$ cat config.mk
export PLATFORM = sky130hd
export DESIGN_NAME = jamma_joy_scan_ctrl
export DESIGN_NICKNAME = d
export VERILOG_FILES = /design/src/rtl/jamma_joy_scan_ctrl.sv
export SDC_FILE = /design/constraint.sdc
export NUM_CORES = 1
export LEC_CHECK = 0
export CAP_MARGIN = 10
export CELL_PAD_IN_SITES_DETAIL_PLACEMENT = 0
export CELL_PAD_IN_SITES_GLOBAL_PLACEMENT = 1
export CORE_MARGIN = 3
export CORE_UTILIZATION = 30
export DETAILED_ROUTE_END_ITERATION = 10
export DONT_BUFFER_PORTS = 1
export HOLD_SLACK_MARGIN = 0.1
export PLACE_DENSITY_LB_ADDON = 0.12
export SKIP_LAST_GASP = 1
export SLEW_MARGIN = 10
export SYNTH_ARGS = -nofsm -noshare
export SYNTH_HDL_FRONTEND = slang
export SYNTH_SLANG_ARGS = --single-unit
$ cat constraint.sdc
create_clock -name clk12 -period 3.1 [get_ports clk12]
set_input_delay 0.31 -clock clk12 [delete_from_list [all_inputs] [get_ports clk12]]
set_output_delay 0.31 -clock clk12 [all_outputs]
set_load 0.01 [all_outputs]
$ cat src/rtl/jamma_joy_scan_ctrl.sv
// jamma_joy_scan_ctrl
//   Sequencer for the external JAMMA/joystick serial shift-register chain.
//   Divides clk12 into the chain shift clock, strobes the parallel load,
//   captures the 24 serial bits into two 12-bit active-low player words,
//   and publishes a per-bit filtered result once per frame. A bit only
//   changes on the outputs after two consecutive frames agree on it.
//
// Ports
//   clk12      in   system clock, rising edge
//   rst_n      in   asynchronous active-low reset
//   scan_en    in   1 = scan continuously, 0 = finish current frame then idle
//   joy_data   in   serial data from the chain
//   joy_clk    out  chain shift clock (registered, 50% duty, period 2*DIV)
//   joy_load   out  chain parallel load, active low (registered)
//   joystick1  out  player 1 word, active low
//   joystick2  out  player 2 word, active low
//   frame_done out  one-cycle pulse when a frame is captured and filtered
module jamma_joy_scan_ctrl #(
  parameter int DIV = 27
) (
  input  logic        clk12,
  input  logic        rst_n,
  input  logic        scan_en,
  input  logic        joy_data,
  output logic        joy_clk,
  output logic        joy_load,
  output logic [11:0] joystick1,
  output logic [11:0] joystick2,
  output logic        frame_done
);

  localparam int CW = (DIV > 2) ? $clog2(DIV) : 1;

  typedef enum logic [1:0] {IDLE, LOAD, SETTLE, SHIFT} state_t;

  state_t          state_q, state_d;
  logic [4:0]      slot_q, slot_d;
  logic [CW-1:0]   div_cnt_q, div_cnt_d;
  logic            joy_clk_q, joy_clk_d;
  logic            joy_load_q, joy_load_d;
  logic            frame_done_q, frame_done_d;
  // Packed as {player2[11:0], player1[11:0]}
  logic [23:0]     shadow_q, shadow_d;
  logic [23:0]     prev_q, prev_d;
  logic [23:0]     joy_q, joy_d;
  logic            tick;
  logic [23:0]     differ;

  // Position in {j2, j1} for the bit shifted out during a given slot.
  function automatic logic [4:0] cap_idx(input logic [4:0] slot);
    case (slot)
      5'd2:  cap_idx = 5'd8;
      5'd3:  cap_idx = 5'd6;
      5'd4:  cap_idx = 5'd5;
      5'd5:  cap_idx = 5'd4;
      5'd6:  cap_idx = 5'd3;
      5'd7:  cap_idx = 5'd2;
      5'd8:  cap_idx = 5'd1;
      5'd9:  cap_idx = 5'd0;
      5'd10: cap_idx = 5'd20;
      5'd11: cap_idx = 5'd18;
      5'd12: cap_idx = 5'd17;
      5'd13: cap_idx = 5'd16;
      5'd14: cap_idx = 5'd15;
      5'd15: cap_idx = 5'd14;
      5'd16: cap_idx = 5'd13;
      5'd17: cap_idx = 5'd12;
      5'd18: cap_idx = 5'd22;
      5'd19: cap_idx = 5'd23;
      5'd20: cap_idx = 5'd21;
      5'd21: cap_idx = 5'd19;
      5'd22: cap_idx = 5'd10;
      5'd23: cap_idx = 5'd11;
      5'd24: cap_idx = 5'd9;
      5'd25: cap_idx = 5'd7;
      default: cap_idx = 5'd0;
    endcase
  endfunction

  assign tick = (div_cnt_q == CW'(DIV - 1));

  always_comb begin
    state_d      = state_q;
    slot_d       = slot_q;
    div_cnt_d    = div_cnt_q;
    joy_clk_d    = joy_clk_q;
    joy_load_d   = joy_load_q;
    frame_done_d = 1'b0;
    shadow_d     = shadow_q;
    prev_d       = prev_q;
    joy_d        = joy_q;
    differ       = '0;

    if (state_q == IDLE) begin
      div_cnt_d  = '0;
      joy_clk_d  = 1'b0;
      joy_load_d = 1'b1;
      slot_d     = 5'd0;
      // Leaving idle behaves like a rise tick: slot 0 starts with the
      // clock going high and load going low together.
      if (scan_en) begin
        state_d    = LOAD;
        joy_clk_d  = 1'b1;
        joy_load_d = 1'b0;
      end
    end else if (!tick) begin
      div_cnt_d = div_cnt_q + CW'(1);
    end else begin
      div_cnt_d = '0;
      joy_clk_d = ~joy_clk_q;
      // Rise tick: ends the current slot. Data is taken here, before the
      // chain shifts on the rising joy_clk.
      if (!joy_clk_q) begin
        case (state_q)
          LOAD: begin
            state_d    = SETTLE;
            slot_d     = 5'd1;
            joy_load_d = 1'b1;
          end
          SETTLE: begin
            state_d = SHIFT;
            slot_d  = 5'd2;
          end
          default: begin
            shadow_d[cap_idx(slot_q)] = joy_data;
            if (slot_q == 5'd25) begin
              // Bits that agree with last frame are published, others hold.
              differ       = shadow_d ^ prev_q;
              joy_d        = (~differ & shadow_d) | (differ & joy_q);
              prev_d       = shadow_d;
              frame_done_d = 1'b1;
              slot_d       = 5'd0;
              if (scan_en) begin
                state_d    = LOAD;
                joy_load_d = 1'b0;
              end else begin
                state_d   = IDLE;
                joy_clk_d = 1'b0;
              end
            end else begin
              slot_d = slot_q + 5'd1;
            end
          end
        endcase
      end
    end
  end

  always_ff @(posedge clk12 or negedge rst_n) begin
    if (!rst_n) begin
      state_q      <= IDLE;
      slot_q       <= 5'd0;
      div_cnt_q    <= '0;
      joy_clk_q    <= 1'b0;
      joy_load_q   <= 1'b1;
      frame_done_q <= 1'b0;
      shadow_q     <= '1;
      prev_q       <= '1;
      joy_q        <= '1;
    end else begin
      state_q      <= state_d;
      slot_q       <= slot_d;
      div_cnt_q    <= div_cnt_d;
      joy_clk_q    <= joy_clk_d;
      joy_load_q   <= joy_load_d;
      frame_done_q <= frame_done_d;
      shadow_q     <= shadow_d;
      prev_q       <= prev_d;
      joy_q        <= joy_d;
    end
  end

  assign joy_clk    = joy_clk_q;
  assign joy_load   = joy_load_q;
  assign frame_done = frame_done_q;
  assign joystick1  = joy_q[11:0];
  assign joystick2  = joy_q[23:12];

endmodule
---- Word level (Yosys, flattened, before mapping) ----
Memory sizes are Yosys's and may differ from the RTL's.
Cells that the tools add are included.
word-level totals
  output and inout bits ................... 27
  input port bits ......................... 4
  flip-flop bits (word level) ............. 87
  word-level logic and storage cells ...... 81
  memory bits (read-only) ................. 160
  memories kept ........................... 1
operators by class
  mux-type cells .......................... 40
  magnitude comparators ................... 2
  eq/ne operators ......................... 7
  bitwise logic cells ..................... 8
  add/sub/neg operators ................... 2
  reductions and logical operators ........ 12
memories
  name              words  bits a word  rd ports  clocked after memory_dff  wr ports  RTL line  text
  (name not given)  32     5            1         0                         0         51        case (slot)
operator list
  kind                 count
  $mux 5               10
  $and 24x24->24       2
  $bwmux 24            1
  $not 24->24          1
  $or 24x24->24        1
  $xor 24x24->24       1
  $mux 1               20
  $add 5x1->5 const B  2
  $eq 5x5->1 const B   2
  $mux 2               5
  $pmux 5 s2           1
  $reduce_and 5->1     2
  $reduce_and 4->1     2
  $lt 5x6->1 const B   1
  $reduce_bool 3->1    2
  $demux 1 s5          1
  $ge 5x1->1 const B   1
  $ne 2x2->1 const B   2
  $pmux 2 s2           1
  $reduce_bool 4->1    1
  $not 1->1            3
  $eq 2x1->1 const B   1
  $eq 2x2->1 const B   1
  $logic_not 2->1      1
  6 further kinds      6

---- Logic depth before layout (Yosys ltp) ----
  depth in word-level cells ............... 15
  mapped depth ............................ 9
  depth with buffers taken out ............ 7

---- Least setup slack after synthesis ----
No wires, ideal clock.
  kind .................................... flip-flop to flip-flop
  start point ............................. reg slot_q[1]
  end point ............................... reg shadow_q[1]
  clock period less this slack ............ 2,381 ps
  buffers on the path ..................... 1
  data required time ...................... 3,018 ps
  data arrival time ....................... 2,299 ps
  cell stages (with the launch flop) ...... 9
  path slack .............................. 719 ps
  cells stage by stage .................... dfrtp_1 inv_1 ha_1 or2_2 a32o_1 a21o_1 buf_2 nor3_1 mux2_2
between the ends
  longest elaborated chain between the ends .. 10
  elaborated cells on any way between the ends .. 11
ends and longest elaborated chain
  element                                                                RTL line  text
  from (decl)                                                            37        logic [4:0] slot_q, slot_d;
  from (signal assigned)                                                 162       slot_q <= slot_d;
  $mem_v2 32x5 (*)                                                       --
  $mux 5 (*)                                                             114       case (state_q)
  $mux 5 (*)                                                             113       if (!joy_clk_q) begin
  $mux 5 (*)                                                             106       end else if (!tick) begin
  $mux 5 (*)                                                             94        if (state_q == IDLE) begin
  $lt 5x6->1 (implied by the code) / $ge 5x1->1 (equally long branches)  125       shadow_d[cap_idx(slot_q)] = joy_data;
  $logic_and 1x1->1 (implied by the code)                                125
  $mux 1 (implied by the code)                                           125
  $demux 1 s5 (*)                                                        125
  $bwmux 24 (*)                                                          125
  to (signal assigned)                                                   167       shadow_q <= shadow_d;
  to (decl)                                                              43        logic [23:0] shadow_q, shadow_d;
Every way passes the cells marked *; elsewhere a longest branch is shown, timed or not. The select of a mux whose other input is x is not followed.
A chain may end at the register's enable or synchronous reset.

==> flow_metrics.tcl <==
set metrics [dict create \
    insertion_delay_ns 0.35 \
    clock_path_buffers 2 \
    yosysSeqAreaShare 0.459 \
    min_period_over_period 0.857 \
    leakage_nw 1.98 \
    arrival_ns 2.93 \
    cp-end-kind "flip-flop" \
    drc 0 \
    cap_violations 0 \
    stdcell_count 710 \
    grt_pass1_wl_um 22200 \
    final-setup-viol-count 0 \
    drt-total-wl_um 13600 \
    hold_viol 0 \
    synthTopCellsByArea "dfstp_2 39%, dfrtp_1 7.1%, o21ai_0 6.1%" \
    cts_resized 0 \
    grtUsageMet1 0.221 \
    peakVddDrop_uv 254 \
    fill_cells 1663 \
    numClockSinks 87 \
    pwr-share-comb 0.017 \
    crit_path_max_fanout 7 \
    max_freq_mhz 377 \
    clk_pin_slew_worst_paths_ns 0.07 \
    p_seq_frac 0.491 \
    hpwl_um 8860 \
    cts_root_buf "clkbuf_16" \
    busiest_layer "met2" \
    p_per_area_nw_per_um2 419 \
    holdCritPathClass "input port to flip-flop" \
    holdWs_ns 0.115 \
    wl_per_cell_um 19.1 \
    vias_per_cell 5.36 \
    fin_setup_tns_ns 0 \
    internal_power_mw 1.81 \
    met2_usage 0.242 \
    criticalPathCategory "flip-flop to flip-flop" \
    p_sw_frac 0.221 \
    fp.coreArea_sq_um 16000 \
    die-area_sq_um 18000 \
    layout-drive-gt1-share 0.283 \
    clkPwrFrac 0.492 \
    start_kind "flip-flop" \
    antenna_found_initial 0 \
    placed_cells 689 \
    cts_tree "yes" \
    antenna_left 0 \
    slew_violations 0 \
    required_ns 3.37 \
    rows 46 \
    synth_nets 511 \
    n_antenna_cell 0 \
    yosysWarnings 0 \
    area_growth_pct 12.1 \
    worst_pin_slew_ns 0.651 \
    synth_async_sr_flop_share 1.00 \
    io_buffers 0 \
    grt_util_all_layers 0.158 \
    grt_pass1_vias 3853 \
    dieHeight_um 134 \
    drt_iter0_markers 184 \
    synthFlopType "dfstp_2" \
    synth_cell_types 59 \
    ys_ff_latch 87 \
    final_util 0.346 \
    initial_core_util 0.309 \
    layout_min_cycle_time_ns 2.66 \
    slew-limit-headroom 0.566 \
    numCtsBuffers 9 \
    p_sw_mw 0.513 \
    place.gp.congestion 0.784 \
    synth_top_area_share 0.388 \
    skew_ns 0.00775 \
    nets 508 \
    post_synth.cell_area_avg_sq_um 10.0 \
    yosysTopAreaCell "dfstp_2" \
    htreeDepth 3 \
    syn-cell-area_sq_um 4940 \
    synth_cells 492 \
    grt_max_degree 88 \
    die_w_um 134 \
    rsz0062_at_grt "false" \
    synth_edf_count 0 \
    io_pins 31 \
    use_met3 0.0379 \
    outcome "completed" \
    gr-total-overflow 0 \
    dr.pass1.iters 4 \
    via_count 3806 \
]
-- synth_stat cells, types with 11 or more instances --
| cell | number |
|---|---|
| buf_2 | 11 |
| a31oi_1 | 29 |
| nor2_1 | 32 |
| o31ai_1 | 13 |
| clkbuf_1 | 15 |
| ha_1 | 15 |
| a21oi_1 | 33 |
| mux2_2 | 16 |
| dfstp_2 | 73 |
| o21ai_0 | 60 |
| nand2_1 | 35 |
| nor3_1 | 13 |
| dfrtp_1 | 14 |
-- placed cells by master, fill, tap and decap left out, types with 3 or more instances in the layout --
| cell type | n |
|---|---|
| a211oi_1 | 5 |
| a21o_1 | 4 |
| a21oi_1 | 33 |
| a31oi_1 | 29 |
| and2_1 | 4 |
| buf_4 | 11 |
| clkbuf_16 | 9 |
| dfrtp_1 | 14 |
| dfstp_2 | 73 |
| dlygate4sd3_1 | 4 |
| ha_1 | 15 |
| inv_1 | 9 |
| mux2_1 | 9 |
| mux2_2 | 16 |
| nand2_1 | 34 |
| nand2b_1 | 6 |
| nand3_1 | 6 |
| nand3b_1 | 10 |
| nand4_1 | 9 |
| nor2_1 | 32 |
| nor2b_1 | 9 |
| nor3_1 | 13 |
| o21a_1 | 6 |
| o21ai_0 | 60 |
| o21ai_1 | 3 |
| o31ai_1 | 13 |
| o32a_1 | 3 |
-- worst paths after layout --
path | depth (start not counted) | to | slack, ns | from
max | 7 | flip-flop | 0.44 | slot_q[0]
min | 1 | shadow_q[21] | 0.12 | joy_data
max reg2reg | 7 | flip-flop | 0.44 | slot_q[0]
min reg2reg | 2 | prev_q[9] | 0.49 | prev_q[9]
max in group asynchronous | 2 | joy_load | 2.15 | rst_n
min in group asynchronous | 2 | state_q[1] | 0.61 | rst_n
-- metrics by stage --
step / area [sq um] / setup slack (ns) / total power [mW]
3_3_place_gp: 5160 / 0.470 / 1.16
4_1_cts: 5540 / 0.460 / 2.36
3_5_place_dp: 5160 / 0.453 / 1.16
2_1_floorplan: 4940 / 0.719 / 1.17
5_1_grt: 5540 / 0.288 / 2.41
6_report: 5540 / 0.445 / 2.32
-- critical path, cell delays in order (launching register included) --
cell     delay [ns]
dfrtp_1        0.38
buf_4          0.16
ha_1           0.33
mux2_2         0.31
mux4_2         0.57
nor3_2         0.47
nand4_1        0.16
a31oi_1        0.21
-- power by group through the flow --
stage | registers [mW] | clock network (mW) | logic, mW
3_3_place_gp | 1.16 | 0 | 0.00552
3_5_place_dp | 1.16 | 0 | 0.00553
6_report | 1.14 | 1.14 | 0.0392
2_1_floorplan | 1.16 | 0 | 0.00979
5_1_grt | 1.14 | 1.22 | 0.0443
4_1_cts | 1.14 | 1.18 | 0.0417
-- timing repair --
item,in CTS,in global routing
hold buffers,5,0
buffers inserted,0,0
hold endpoints to repair,99,0
-- cell type report --
class | instances | area (sq um) | area share
timing repair buffer | 17 | 170 | 0.0307
sequential | 87 | 2270 | 0.410
clock buffer | 11 | 243 | 0.0438
multi-input combinational | 365 | 2490 | 0.450
clock inverter | 5 | 63.8 | 0.0115
inverter | 9 | 33.8 | 0.00610
tap | 216 | 270 | 0.0488
-- routing by layer --
layer | vias to the layer above | wire (um)
li1 | 1819 | -
met1 | 1897 | 6540
met2 | 68 | 6240
met3 | 22 | 518
met4 | 0 | 272
met5 | - | 0
-- logic make-up (layout without fill, tap and decap cells) --
group / Yosys count / in the layout / share of synthesized area
simple gates: 143 / 143 / 0.157
fa+ha+maj: 15 / 15 / 0.0380
buf+inv: 40 / 42 / 0.0377
xor+xnor: 4 / 4 / 0.00709
mux: 30 / 30 / 0.0732
compound gates: 173 / 173 / 0.228
flops: 87 / 87 / 0.459
Note: power is estimated with default switching activity, not from simulation.
